### src/rtl/rssb_sequencer.sv
// Driver/observer for the 1-bit RSSB core: holds an operand program, walks the
// core through its two-phase step and streams a {pc, flag, result} trace.
module rssb_sequencer #(
  parameter int unsigned BW     = 1,
  parameter int unsigned DEPTH  = 16,
  parameter int unsigned AW     = $clog2(DEPTH),
  parameter int unsigned TDEPTH = 4
) (
  input  logic               clk,
  input  logic               rst,
  input  logic               ld_valid,
  input  logic [AW-1:0]      ld_addr,
  input  logic [BW-1:0]      ld_data,
  input  logic               start,
  input  logic               abort,
  input  logic [15:0]        n_steps,
  output logic               busy,
  output logic               done,
  output logic               cpu_rst_n,
  output logic               cpu_ena,
  output logic               cpu_ph1,
  output logic               cpu_ph2,
  output logic [BW-1:0]      cpu_data0,
  output logic [BW-1:0]      cpu_data1,
  input  logic               cpu_flag,
  input  logic [BW-1:0]      cpu_result,
  output logic               trace_valid,
  input  logic               trace_ready,
  output logic [AW+BW:0]     trace_data
);

  localparam int unsigned TW  = AW + 1 + BW;
  localparam int unsigned TAW = $clog2(TDEPTH);

  typedef enum logic [2:0] {
    StIdle, StClear, StSetup, StPh1, StPh2, StSample, StDone
  } state_e;

  state_e          state_q;
  logic [AW-1:0]   pc_q;
  logic            flag_q;
  logic [15:0]     cnt_q;
  logic [15:0]     nsteps_q;

  logic [BW-1:0]   mem_q  [DEPTH];
  logic [TW-1:0]   fifo_q [TDEPTH];
  logic [TAW:0]    wptr_q;
  logic [TAW:0]    rptr_q;

  logic            fifo_full;
  logic            fifo_empty;
  logic            push;
  logic            pop;
  logic [AW-1:0]   pc_step;
  logic [AW-1:0]   pc_step_p1;
  logic [AW-1:0]   pc_p1;
  logic [15:0]     cnt_inc;
  logic            last_step;

  // FIFO status, handshakes and next-pc arithmetic
  always_comb begin
    fifo_empty = (wptr_q == rptr_q);
    fifo_full  = (wptr_q[TAW] != rptr_q[TAW]) &&
                 (wptr_q[TAW-1:0] == rptr_q[TAW-1:0]);
    pop        = !fifo_empty && trace_ready;
    // A same-cycle pop frees the slot, so a full FIFO can still accept.
    push       = (state_q == StSample) && !abort && (!fifo_full || pop);
    // A set flag means the core consumed mem[pc+1], so that word is skipped.
    pc_step    = pc_q + AW'(1) + AW'(flag_q);
    pc_step_p1 = pc_step + AW'(1);
    pc_p1      = pc_q + AW'(1);
    cnt_inc    = cnt_q + 16'd1;
    last_step  = (cnt_inc == nsteps_q);
    trace_valid = !fifo_empty;
    trace_data  = fifo_q[rptr_q[TAW-1:0]];
  end

  // Program memory: writable only while idle, never reset
  always_ff @(posedge clk) begin
    if (!busy && ld_valid) begin
      mem_q[ld_addr] <= ld_data;
    end
  end

  // Trace FIFO storage
  always_ff @(posedge clk) begin
    if (push) begin
      fifo_q[wptr_q[TAW-1:0]] <= {pc_q, cpu_flag, cpu_result};
    end
  end

  // Trace FIFO pointers
  always_ff @(posedge clk) begin
    if (rst) begin
      wptr_q <= '0;
      rptr_q <= '0;
    end else begin
      if (push) wptr_q <= wptr_q + 1'b1;
      if (pop)  rptr_q <= rptr_q + 1'b1;
    end
  end

  // Sequencer FSM; all core-facing outputs are registered on entry to a state
  always_ff @(posedge clk) begin
    if (rst) begin
      state_q   <= StIdle;
      pc_q      <= '0;
      flag_q    <= 1'b0;
      cnt_q     <= '0;
      nsteps_q  <= '0;
      busy      <= 1'b0;
      done      <= 1'b0;
      cpu_rst_n <= 1'b1;
      cpu_ena   <= 1'b0;
      cpu_ph1   <= 1'b0;
      cpu_ph2   <= 1'b0;
      cpu_data0 <= '0;
      cpu_data1 <= '0;
    end else begin
      cpu_ph1   <= 1'b0;
      cpu_ph2   <= 1'b0;
      cpu_rst_n <= 1'b1;
      if (abort && (state_q != StIdle)) begin
        state_q <= StIdle;
        busy    <= 1'b0;
        done    <= 1'b0;
        cpu_ena <= 1'b0;
      end else begin
        case (state_q)
          StIdle, StDone: begin
            if (start && !abort) begin
              state_q   <= StClear;
              nsteps_q  <= n_steps;
              pc_q      <= '0;
              flag_q    <= 1'b0;
              cnt_q     <= '0;
              busy      <= 1'b1;
              done      <= 1'b0;
              cpu_rst_n <= 1'b0;
            end
          end
          StClear: begin
            if (nsteps_q == 16'd0) begin
              state_q <= StDone;
              busy    <= 1'b0;
              done    <= 1'b1;
            end else begin
              state_q   <= StSetup;
              cpu_ena   <= 1'b1;
              cpu_data0 <= mem_q[pc_q];
              cpu_data1 <= mem_q[pc_p1];
            end
          end
          StSetup: begin
            state_q <= StPh1;
            cpu_ph1 <= 1'b1;
          end
          StPh1: begin
            state_q <= StPh2;
            cpu_ph2 <= 1'b1;
          end
          StPh2: begin
            state_q <= StSample;
          end
          StSample: begin
            // Without a push we simply hold here with the core enabled.
            if (push) begin
              pc_q   <= pc_step;
              flag_q <= cpu_flag;
              cnt_q  <= cnt_inc;
              if (last_step) begin
                state_q <= StDone;
                busy    <= 1'b0;
                done    <= 1'b1;
                cpu_ena <= 1'b0;
              end else begin
                state_q   <= StSetup;
                cpu_data0 <= mem_q[pc_step];
                cpu_data1 <= mem_q[pc_step_p1];
              end
            end
          end
          default: state_q <= StIdle;
        endcase
      end
    end
  end

endmodule

### config.mk
export PLATFORM = sky130hd
export DESIGN_NAME = rssb_sequencer
export DESIGN_NICKNAME = d
export VERILOG_FILES = /design/src/rtl/rssb_sequencer.sv
export SDC_FILE = /design/constraint.sdc
export NUM_CORES = 1
export LEC_CHECK = 0
export ABC_CLOCK_PERIOD_IN_PS = 7440
export CORE_ASPECT_RATIO = 0.5
export CORE_MARGIN = 2
export CORE_UTILIZATION = 55
export DETAILED_ROUTE_END_ITERATION = 12
export PLACE_DENSITY = 0.76
export SETUP_SLACK_MARGIN = 0.1
export SLEW_MARGIN = 20
export SYNTH_ARGS = -nofsm -noshare
export SYNTH_HDL_FRONTEND = slang
export SYNTH_SLANG_ARGS = --single-unit
### constraint.sdc
create_clock -name clk -period 7.44 [get_ports clk]
set_input_delay 1.86 -clock clk [delete_from_list [all_inputs] [get_ports clk]]
set_output_delay 1.86 -clock clk [all_outputs]
set_load 0.03 [all_outputs]
==> summary.md, run 1 <==
| Metric | Value |
|---|---|
| Layout area overhead | `14.7%` |
| Worst slew pin tran | `0.918 ns` |
| Hold Crit Class | `flop to flop` |
| Async SR Flop Fraction | `0%` |
| Largest net degree at the start of global routing | `49` |
| Post-DP HPWL | `7.97 mm` |
| Root buffer cell | `clkbuf_16` |
| Peak supply drop | `0.138 mV` |
| Yosys warning count | `0` |
| Sink Count | `100` |
| Antenna violations before repair | `0` |
| Overall Global Routing Usage | `23.2%` |
| Hold Buf Count CTS | `0` |
| Clock Pin Slew Worst Setup and Hold Paths | `0.07 ns` |
| Detail Route Antenna Nets | `0` |
| Commonest non-fill, non-tap cell in the layout | `nand2_1` |
| Status | `finished clean` |
| Mean area per synthesized cell | `10.2 sq um` |
| Number of global-route vias before repair | `3656` |
| Final Max Slew Viols | `0` |
| Initial Utilization | `58.1%` |
| Relative slew slack | `38.6%` |
| MaxCap Viol Count | `0` |
| Power density cells | `222 nW/um^2` |
| Post-CTS setup buffers | `0` |
| Initial DRC count | `335` |
| Final setup fails | `0` |
| Kind of critical path | `flop to output pin` |
| Placeable Area | `8920 sq um` |
| Hold_sp | `flag_q$_SDFFE_PP0P_` |
| RSZ-0062 raised after global routing | `no` |
| Site Rows | `24` |
| Mapped Area | `5180 sq um` |
| Post-Synthesis Cells | `507` |
| Placement Setup Slack | `2.83 ns` |
| Grt ovf | `0` |
| Detailed Route WL | `11.1 mm` |
| Final Hold Fails | `0` |
| Area of the die | `10300 sq um` |
| Drt via density | `5.99` |
| Synth cell types | `58` |
| FF+latch count, synth | `100` |
| Post-synthesis compound-gate area fraction | `9.74%` |
| Adder-Cell Fraction of Synth Area | `2.42%` |
| Max Fclk | `0.253 GHz` |
| I/O pin cnt | `44` |
| Minimum clock period | `3.95 ns` |
| Nets | `578` |
| Final worst slack | `3.49 ns` |
| Largest family of logic cells by synthesized area | `simple AND/OR/NAND/NOR gates` |
| Final period util | `53.1%` |
| TritonRoute pass-1 iters | `5` |
| Most used DFF post-synth | `dfxtp_1` |
| CTS H-tree depth | `3` |
| Die Wd | `141 microns` |
| Critical Path AT | `2.09 ns` |
| Number of synthesized flops with an enable pin | `40` |
| RR Startpoint | `pc_q[0]$_SDFFE_PP0P_` |
| CP Launch Type | `flop` |
| CP Capture Type | `output pin` |
| Routability congestion estimate | `0.881` |
| Post-synth net total | `546` |
| Post-CTS Resized | `0` |
| Via count | `3959` |
| Worst path required time | `5.58 ns` |
| CTS tree | `done` |
| Clock skew | `0.00699 ns` |
| Port Buf Inserts | `43` |
| # fillers | `681` |
| Leakage power | `0.00204 uW` |
| Die H | `72.6 microns` |
| DRC violations left | `0` |
| Critical Path Fanout Max | `6` |
| ANT cells | `0` |
| Post-synthesis xor/xnor area fraction | `6.38%` |
| Wire per inst | `16.9 microns` |
| Layout cell share with drive strength beyond 1 | `10.3%` |
| Post-DP Area | `5660 sq um` |
| Seq/Total Area, Yosys | `46.4%` |
| Mux share of post-synthesis cell area | `11.6%` |
| Final Instance Area | `5940 sq um` |
| Clock Latency Late Sink | `0.35 ns` |
| First-pass GRT wire length | `18.4 mm` |
| Simple-gate area share of the yosys netlist | `20.5%` |
| Commonest cells after routing, fill and taps aside | `nand2_1, dfxtp_1, nor2_1, clkdlybuf4s50_1` |
| Setup TNS | `0 ns` |
| CTS max path bufs | `2` |
| Total CTS buffers | `9` |
## final cells by class
| type | count | area [sq um] | share of cell area (%) |
|---|---|---|---|
| Multi-Input combinational cell | 373 | 2630 | 44.3 |
| Clock buffer | 10 | 229 | 3.85 |
| Clock inverter | 6 | 47.5 | 0.800 |
| Sequential cell | 100 | 2400 | 40.4 |
| Tap cell | 117 | 146 | 2.46 |
| Inverter | 9 | 33.8 | 0.569 |
| Timing Repair Buffer | 46 | 453 | 7.62 |
## worst max-delay path: stages, from the launching register on
cell and delay, ns:
dfxtp_1 0.57, mux4_2 0.57, clkdlybuf4s50_1 0.61
## per-stage QoR
stage	std cells	hold slack [ns]	total power, uW	util [%]
floorplan	507	0.436	801	-
detailed placement	645	0.471	880	63.5
global placement	645	0.470	877	63.5
finish	661	0.481	1320	66.6
global route	661	0.510	1370	66.6
CTS	661	0.484	1320	66.6
## state kept, by name (all words and copies together) (netlist names), 3 cells and up, named ones only
| name | count |
|---|---|
| nsteps_q | 16 |
| pc_q | 4 |
| mem_q | 16 |
| state_q | 3 |
| fifo_q | 24 |
| cnt_q | 16 |
| wptr_q | 3 |
| rptr_q | 3 |
## synth_stat cells, types with 2 or more instances
library cell  instances  area share, %
dfxtp_1              60             23
buf_2                 3           0.29
o31ai_1               2           0.29
mux2i_1               7            1.4
nor2_1               50            3.6
nand2_1              69            5.0
nand2b_1              4           0.48
edfxtp_1             40             23
clkbuf_1             17            1.2
ha_1                 10            2.4
xnor2_1              25            4.2
mux4_2               23             10
nand4_1               8           0.97
nand3_2               2           0.39
nand3b_1              3           0.43
nand3_1              11            1.1
or3_1                 4           0.48
nor2b_1               2           0.24
a21oi_1              40            3.9
and2_1                7           0.85
buf_4                 3           0.43
and3_1                9            1.1
a311oi_1              4           0.68
and4_1                4           0.68
nor3_1               14            1.4
a31oi_1               5           0.60
nor4_1               13            1.6
buf_6                 2           0.43
xor2_1               10            1.7
o21ai_0              20            1.9
inv_1                 9           0.65
## worst paths after layout
check	end	slack (ns)	cells past startpoint
worst min register to register	flag_q$_SDFFE_PP0P_	0.48	2
worst min-delay path	flag_q$_SDFFE_PP0P_	0.48	2
worst max-delay path	trace_data[2]	3.49	2
worst max register to register	cpu_data1$_SDFFE_PP0P_	4.19	9
## report_power, final
part	total, uW	internal (uW)	switching (uW)
Sequential	627	595	32.7
Combinational	249	102	147
Clock	444	232	212
Total	1320	929	391
## kinds of logic (layout without fill, tap and decap cells)
| family | Yosys count | count (layout) |
|---|---|---|
| AOI/OAI and AO/OA | 85 | 85 |
| xor gates and xnor gates | 36 | 36 |
| adders and majority gates | 10 | 10 |
| buffers and inverters | 34 | 71 |
| DFF | 100 | 100 |
| muxes | 31 | 31 |
| and+or+nand+nor | 211 | 211 |
## metal layers
metal	share of wire [%]	vias up	routed length [microns]	global-route usage, %
met1	50	1892	5520	34.6
li1	-	1926	-	-
met3	7.9	10	876	6.23
met2	42	131	4660	34.0
met5	0	-	0	0
met4	0.79	0	88	5.44
No activity file was read; power rests on OpenSTA's default activity.
==> run 2, diff against run 1 <==
- ABC_CLOCK_PERIOD_IN_PS: 7440 -> 3350
- CORE_UTILIZATION: 55 -> 52
- clock period: 7.44 -> 3.35 ns (I/O delays scaled with it)
==> summary.md, run 2 (synthesis gave the netlist of run 1 again) <==
| Metric | Value |
|---|---|
| Status | `finished clean (unchanged)` |
| Worst slew pin tran | `0.592 ns (was 0.918 ns)` |
| Max reg flops | `24 (unchanged)` |
| Clock Latency Late Sink | `0.36 ns (was 0.35 ns)` |
| Max Fclk | `0.336 GHz` |
| Clock skew | `0.00885 ns (was 0.00699 ns)` |
| Total power draw | `3010 uW (was 1320 uW)` |
| Final Instance Area | `6050 sq um (was 5940 sq um)` |
| Die Wd | `145 microns (was 141 microns)` |
| Final Max Slew Viols | `0 (unchanged)` |
| First-pass GRT wire length | `18.8 mm (was 18.4 mm)` |
| CTS tree | `done (unchanged)` |
| Routability congestion estimate | `0.897 (was 0.881)` |
| CP Launch Type | `flop (unchanged)` |
| Port Buf Inserts | `43 (unchanged)` |
| Clock Pin Slew Worst Setup and Hold Paths | `0.08 ns (was 0.07 ns)` |
| Grt ovf | `0 (unchanged)` |
| Placement Setup Slack | `0.452 ns (was 2.83 ns)` |
| Relative slew slack | `60.2% (was 38.6%)` |
| Post-CTS setup buffers | `0 (unchanged)` |
| Layout cell share with drive strength beyond 1 | `11.8% (was 10.3%)` |
| Commonest non-fill, non-tap cell in the layout | `nand2_1 (unchanged)` |
| Die H | `74.6 microns (was 72.6 microns)` |
| ANT cells | `0 (unchanged)` |
| CP Capture Type | `output pin (unchanged)` |
| Largest net degree at the start of global routing | `48 (was 49)` |
| Peak supply drop | `0.271 mV (was 0.138 mV)` |
| Initial DRC count | `444 (was 335)` |
| Site Rows | `25 (was 24)` |
| Initial Utilization | `54.1% (was 58.1%)` |
| Final worst slack | `0.374 ns (was 3.49 ns)` |
| RSZ-0062 raised after global routing | `no (unchanged)` |
| Layout area overhead | `16.8% (was 14.7%)` |
| Post-DP Area | `5740 sq um (was 5660 sq um)` |
| Antenna violations before repair | `0 (unchanged)` |
| Post-CTS Resized | `0 (unchanged)` |
| Post-DP HPWL | `8.23 mm (was 7.97 mm)` |
| Kind of critical path | `flop to output pin (unchanged)` |
| Setup TNS | `0 ns (unchanged)` |
| CTS max path bufs | `2 (unchanged)` |
| CTS H-tree depth | `3 (unchanged)` |
| Hold Worst Slack | `0.484 ns (was 0.481 ns)` |
| Root buffer cell | `clkbuf_16 (unchanged)` |
| Worst path required time | `2.51 ns (was 5.58 ns)` |
| Detail Route Antenna Nets | `0 (unchanged)` |
| Area of the die | `10800 sq um (was 10300 sq um)` |
| Wire per inst | `16.8 microns (was 16.9 microns)` |
| I/O pin cnt | `44 (unchanged)` |
| DRC violations left | `0 (unchanged)` |
| Hold Buf Count CTS | `0 (unchanged)` |
| Hold Crit Class | `flop to flop (unchanged)` |
| Critical Path AT | `2.14 ns (was 2.09 ns)` |
| R2R Setup Slk | `0.39 ns (was 4.19 ns)` |
| Minimum clock period | `2.98 ns` |
| Power density cells | `498 nW/um^2 (was 222 nW/um^2)` |
| TritonRoute pass-1 iters | `5 (unchanged)` |
| Critical Path Fanout Max | `6 (unchanged)` |
| Final period util | `88.8%` |
| Overall Global Routing Usage | `22.6% (was 23.2%)` |
| Final setup fails | `0 (unchanged)` |
| Detailed Route WL | `11.6 mm (was 11.1 mm)` |
| Placeable Area | `9570 sq um (was 8920 sq um)` |
| Total CTS buffers | `9 (unchanged)` |
| Via count | `4053 (was 3959)` |
| Nets | `586 (was 578)` |
| Drt via density | `5.90 (was 5.99)` |
| Commonest cells after routing, fill and taps aside | `nand2_1, dfxtp_1, nor2_1, clkdlybuf4s50_1 (unchanged)` |
| MaxCap Viol Count | `0 (unchanged)` |
| Leakage power | `0.00209 uW (was 0.00204 uW)` |
| Sink Count | `100 (unchanged)` |
| Final Hold Fails | `0 (unchanged)` |
| Number of global-route vias before repair | `3753 (was 3656)` |
==> run 2: worst paths after layout <==
check / from / to / depth (start not counted)
min reg2reg: flag_q$_SDFFE_PP0P_ / flag_q$_SDFFE_PP0P_ / 2
max reg2reg: pc_q[0]$_SDFFE_PP0P_ / cpu_data1$_SDFFE_PP0P_ / 9
max: flop / trace_data[2] / 2
min: flag_q$_SDFFE_PP0P_ / flag_q$_SDFFE_PP0P_ / 2
==> run 2: area by class of cell <==
class / instances / area, sq um
clock buffer: 9 / 225
clock inverter: 7 / 81.3
fill: 779 / 3520
tap: 135 / 169
sequential: 100 / 2400
multi-input combinational: 373 / 2620
inverter: 9 / 33.8
timing repair buffer: 54 / 513
==> run 2: routing by layer <==
metal	track usage, %	vias to the layer above	routed length, microns
li1	-	1945	-
met1	32.5	1969	5710
met2	34.1	129	5010
met3	4.97	10	721
met4	8.39	0	129
met5	0	-	0
==> run 2: through the flow <==
step	std cells	utilization [%]
after floorplan	507	-
after global placement	671	60.0
after detailed placement	671	60.0
after CTS	687	63.2
after global routing	687	63.2
final	687	63.2
==> run 2: report_power, final <==
part           internal (uW)  leakage [uW]  switching [uW]
registers               1320      0.000840            69.3
clock network            534      0.000150             516
logic                    240       0.00110             335
total                   2090       0.00209             920
==> run 2: critical path: stages (launching register included) <==
cell and delay (ns):
dfxtp_1 0.58, mux4_2 0.59, clkdlybuf4s50_1 0.61
==> run 3, diff against run 2 <==
- CAP_MARGIN: not set -> 5
- CORE_MARGIN: 2 -> 1
- SLEW_MARGIN: 20 -> not set
==> summary.md, run 3 (synthesis gave the netlist of run 1 again) <==
| Metric | Value |
|---|---|
| Kind of critical path | `flop to output pin (unchanged)` |
| Drt via density | `6.05 (was 5.90)` |
| Root buffer cell | `clkbuf_16 (unchanged)` |
| Clock Latency Late Sink | `0.35 ns (was 0.36 ns)` |
| Relative slew slack | `36.4% (was 60.2%)` |
| Via count | `4140 (was 4053)` |
| CTS tree | `done (unchanged)` |
| RR Startpoint | `pc_q[0]$_SDFFE_PP0P_ (unchanged)` |
| Final Instance Area | `6010 sq um (was 6050 sq um)` |
| Number of global-route vias before repair | `3824 (was 3753)` |
| Hold Path Depth | `2 (unchanged)` |
| Largest net degree at the start of global routing | `48 (unchanged)` |
| CTS H-tree depth | `3 (unchanged)` |
| CTS max path bufs | `2 (unchanged)` |
| Grt ovf | `0 (unchanged)` |
| Wire per inst | `17.8 microns (was 16.8 microns)` |
| CP Capture Type | `output pin (unchanged)` |
| ANT cells | `0 (unchanged)` |
| Clock Pin Slew Worst Setup and Hold Paths | `0.08 ns (about the same)` |
| Layout area overhead | `16.1% (was 16.8%)` |
| Status | `finished clean (unchanged)` |
| Setup TNS | `0 ns (unchanged)` |
| Final period util | `88.8% (about the same)` |
| Final Hold Fails | `0 (unchanged)` |
| Post-DP HPWL | `8.48 mm (was 8.23 mm)` |
| Die H | `72.6 microns (was 74.6 microns)` |
| Die Wd | `143 microns (was 145 microns)` |
| Final setup fails | `0 (unchanged)` |
| Minimum clock period | `2.98 ns (about the same)` |
| Placeable Area | `9540 sq um (was 9570 sq um)` |
| Area of the die | `10400 sq um (was 10800 sq um)` |
| Detail Route Antenna Nets | `0 (unchanged)` |
| Post-CTS Resized | `0 (unchanged)` |
| WP buf/inv | `1 (unchanged)` |
| Peak supply drop | `0.301 mV (was 0.271 mV)` |
| DRC violations left | `0 (unchanged)` |
| R2r endpoint | `cpu_data1$_SDFFE_PP0P_ (unchanged)` |
| First-pass GRT wire length | `19.5 mm (was 18.8 mm)` |
| Worst path required time | `2.51 ns (about the same)` |
| Total CTS buffers | `9 (unchanged)` |
| Max Fclk | `0.336 GHz (about the same)` |
| Nets | `583 (was 586)` |
| Port Buf Inserts | `43 (unchanged)` |
| WHS Endpoint | `flag_q$_SDFFE_PP0P_ (unchanged)` |
| Site Rows | `25 (unchanged)` |
| Worst-path cell with the longest stage delay | `clkdlybuf4s50_1 (unchanged)` |
| Sink Count | `100 (unchanged)` |
| # fillers | `785 (was 779)` |
| Worst slew pin tran | `0.951 ns (was 0.592 ns)` |
| Max reg flops | `24 (unchanged)` |
| RSZ-0062 raised after global routing | `no (unchanged)` |
| Hold_sp | `flag_q$_SDFFE_PP0P_ (unchanged)` |
| Post-DP Area | `5720 sq um (was 5740 sq um)` |
| Final Max Slew Viols | `0 (unchanged)` |
| Critical Path Fanout Max | `6 (unchanged)` |
| Initial DRC count | `367 (was 444)` |
| Clock skew | `0.00935 ns (was 0.00885 ns)` |
| Reg2Reg Depth | `9 (unchanged)` |
| Overall Global Routing Usage | `25.0% (was 22.6%)` |
| Antenna violations before repair | `0 (unchanged)` |
| Commonest non-fill, non-tap cell in the layout | `nand2_1 (unchanged)` |
| Initial Utilization | `54.3% (was 54.1%)` |
| I/O pin cnt | `44 (unchanged)` |
| MaxCap Viol Count | `0 (unchanged)` |
| Critical Path AT | `2.14 ns (about the same)` |
| Max incr delay on CP | `0.62 ns (was 0.61 ns)` |
| Hold Worst Slack | `0.486 ns (was 0.484 ns)` |
| Power density cells | `493 nW/um^2 (was 498 nW/um^2)` |
| Critical-path cell list | `mux4_2 > clkdlybuf4s50_1 (unchanged)` |
| CP Launch Type | `flop (unchanged)` |
| CP Depth | `2 (unchanged)` |
| Leakage power | `0.00206 uW (was 0.00209 uW)` |
| Detailed Route WL | `12.2 mm (was 11.6 mm)` |
| Hold Crit Class | `flop to flop (unchanged)` |
| TritonRoute pass-1 iters | `7 (was 5)` |
| R2R Setup Slk | `0.41 ns (was 0.39 ns)` |
| Hold Buf Count CTS | `0 (unchanged)` |
| Post-CTS setup buffers | `0 (unchanged)` |
| Commonest cells after routing, fill and taps aside | `nand2_1, dfxtp_1, nor2_1, clkdlybuf4s50_1 (unchanged)` |
| Layout cell share with drive strength beyond 1 | `11.1% (was 11.8%)` |
| CP delay by family, top | `buffers and inverters (unchanged)` |
| Routability congestion estimate | `0.900 (was 0.897)` |
## run 3: changes by cell type in the layout (fill, tap and decap cells not counted)
cell        previous run  this run
buf_4                 11         8
clkinv_1               0         1
clkinv_8               2         1
clkinvlp_4             0         1
inv_6                  2         1
## run 3: layout make-up
cell class	count	area, sq um	area share (%)
Tap cell	135	169	2.81
Clock inverter	7	67.6	1.12
Clock buffer	9	225	3.75
Inverter	9	33.8	0.562
Sequential cell	100	2400	40.0
Timing Repair Buffer	51	490	8.16
Multi-Input combinational cell	373	2620	43.6
## run 3: metrics by stage
step	cells	util [%]	power (uW)	setup WS (ns)
CTS	684	63.0	2970	0.353
detailed placement	668	59.9	1970	0.316
floorplan	507	-	1780	0.749
finish	684	63.0	2960	0.375
global placement	668	59.9	1960	0.394
global route	684	63.0	3090	0.225
## run 3: worst max path at each step
stage	start	to	slack [ns]
after global routing	cnt_q[1]$_SDFFE_PP0P_	busy$_SDFFE_PP0P_	0.23
after global placement	trace_ready	fifo_q[3][4]$_DFFE_PP_	0.39
after CTS	flop	trace_data[3]	0.35
after detailed placement	trace_ready	flop	0.32
after floorplan	pc_q[0]$_SDFFE_PP0P_	cpu_data1$_SDFFE_PP0P_	0.75
final	flop	trace_data[3]	0.37
## run 3: worst reg2reg max path, stage by stage (launching register included)
cell      delay [ns]
dfxtp_1         0.48
ha_1            0.37
ha_1            0.45
ha_1            0.26
xnor2_1         0.35
mux4_2          0.36
mux2i_1         0.17
mux2i_1         0.10
mux2i_1         0.14
a311oi_1        0.11
## run 3: report_power, final
| group | internal (uW) | switching, uW |
|---|---|---|
| clock network | 522 | 485 |
| logic | 232 | 331 |
| registers | 1320 | 72.1 |
| total | 2070 | 888 |
## run 3: layer usage
metal | global-route usage, % | part of all wire, % | up-vias
li1 | - | - | 1931
met1 | 36.3 | 47 | 1996
met2 | 36.2 | 44 | 186
met3 | 6.01 | 7.7 | 27
met4 | 9.32 | 1.9 | 0
met5 | 0 | 0 | -
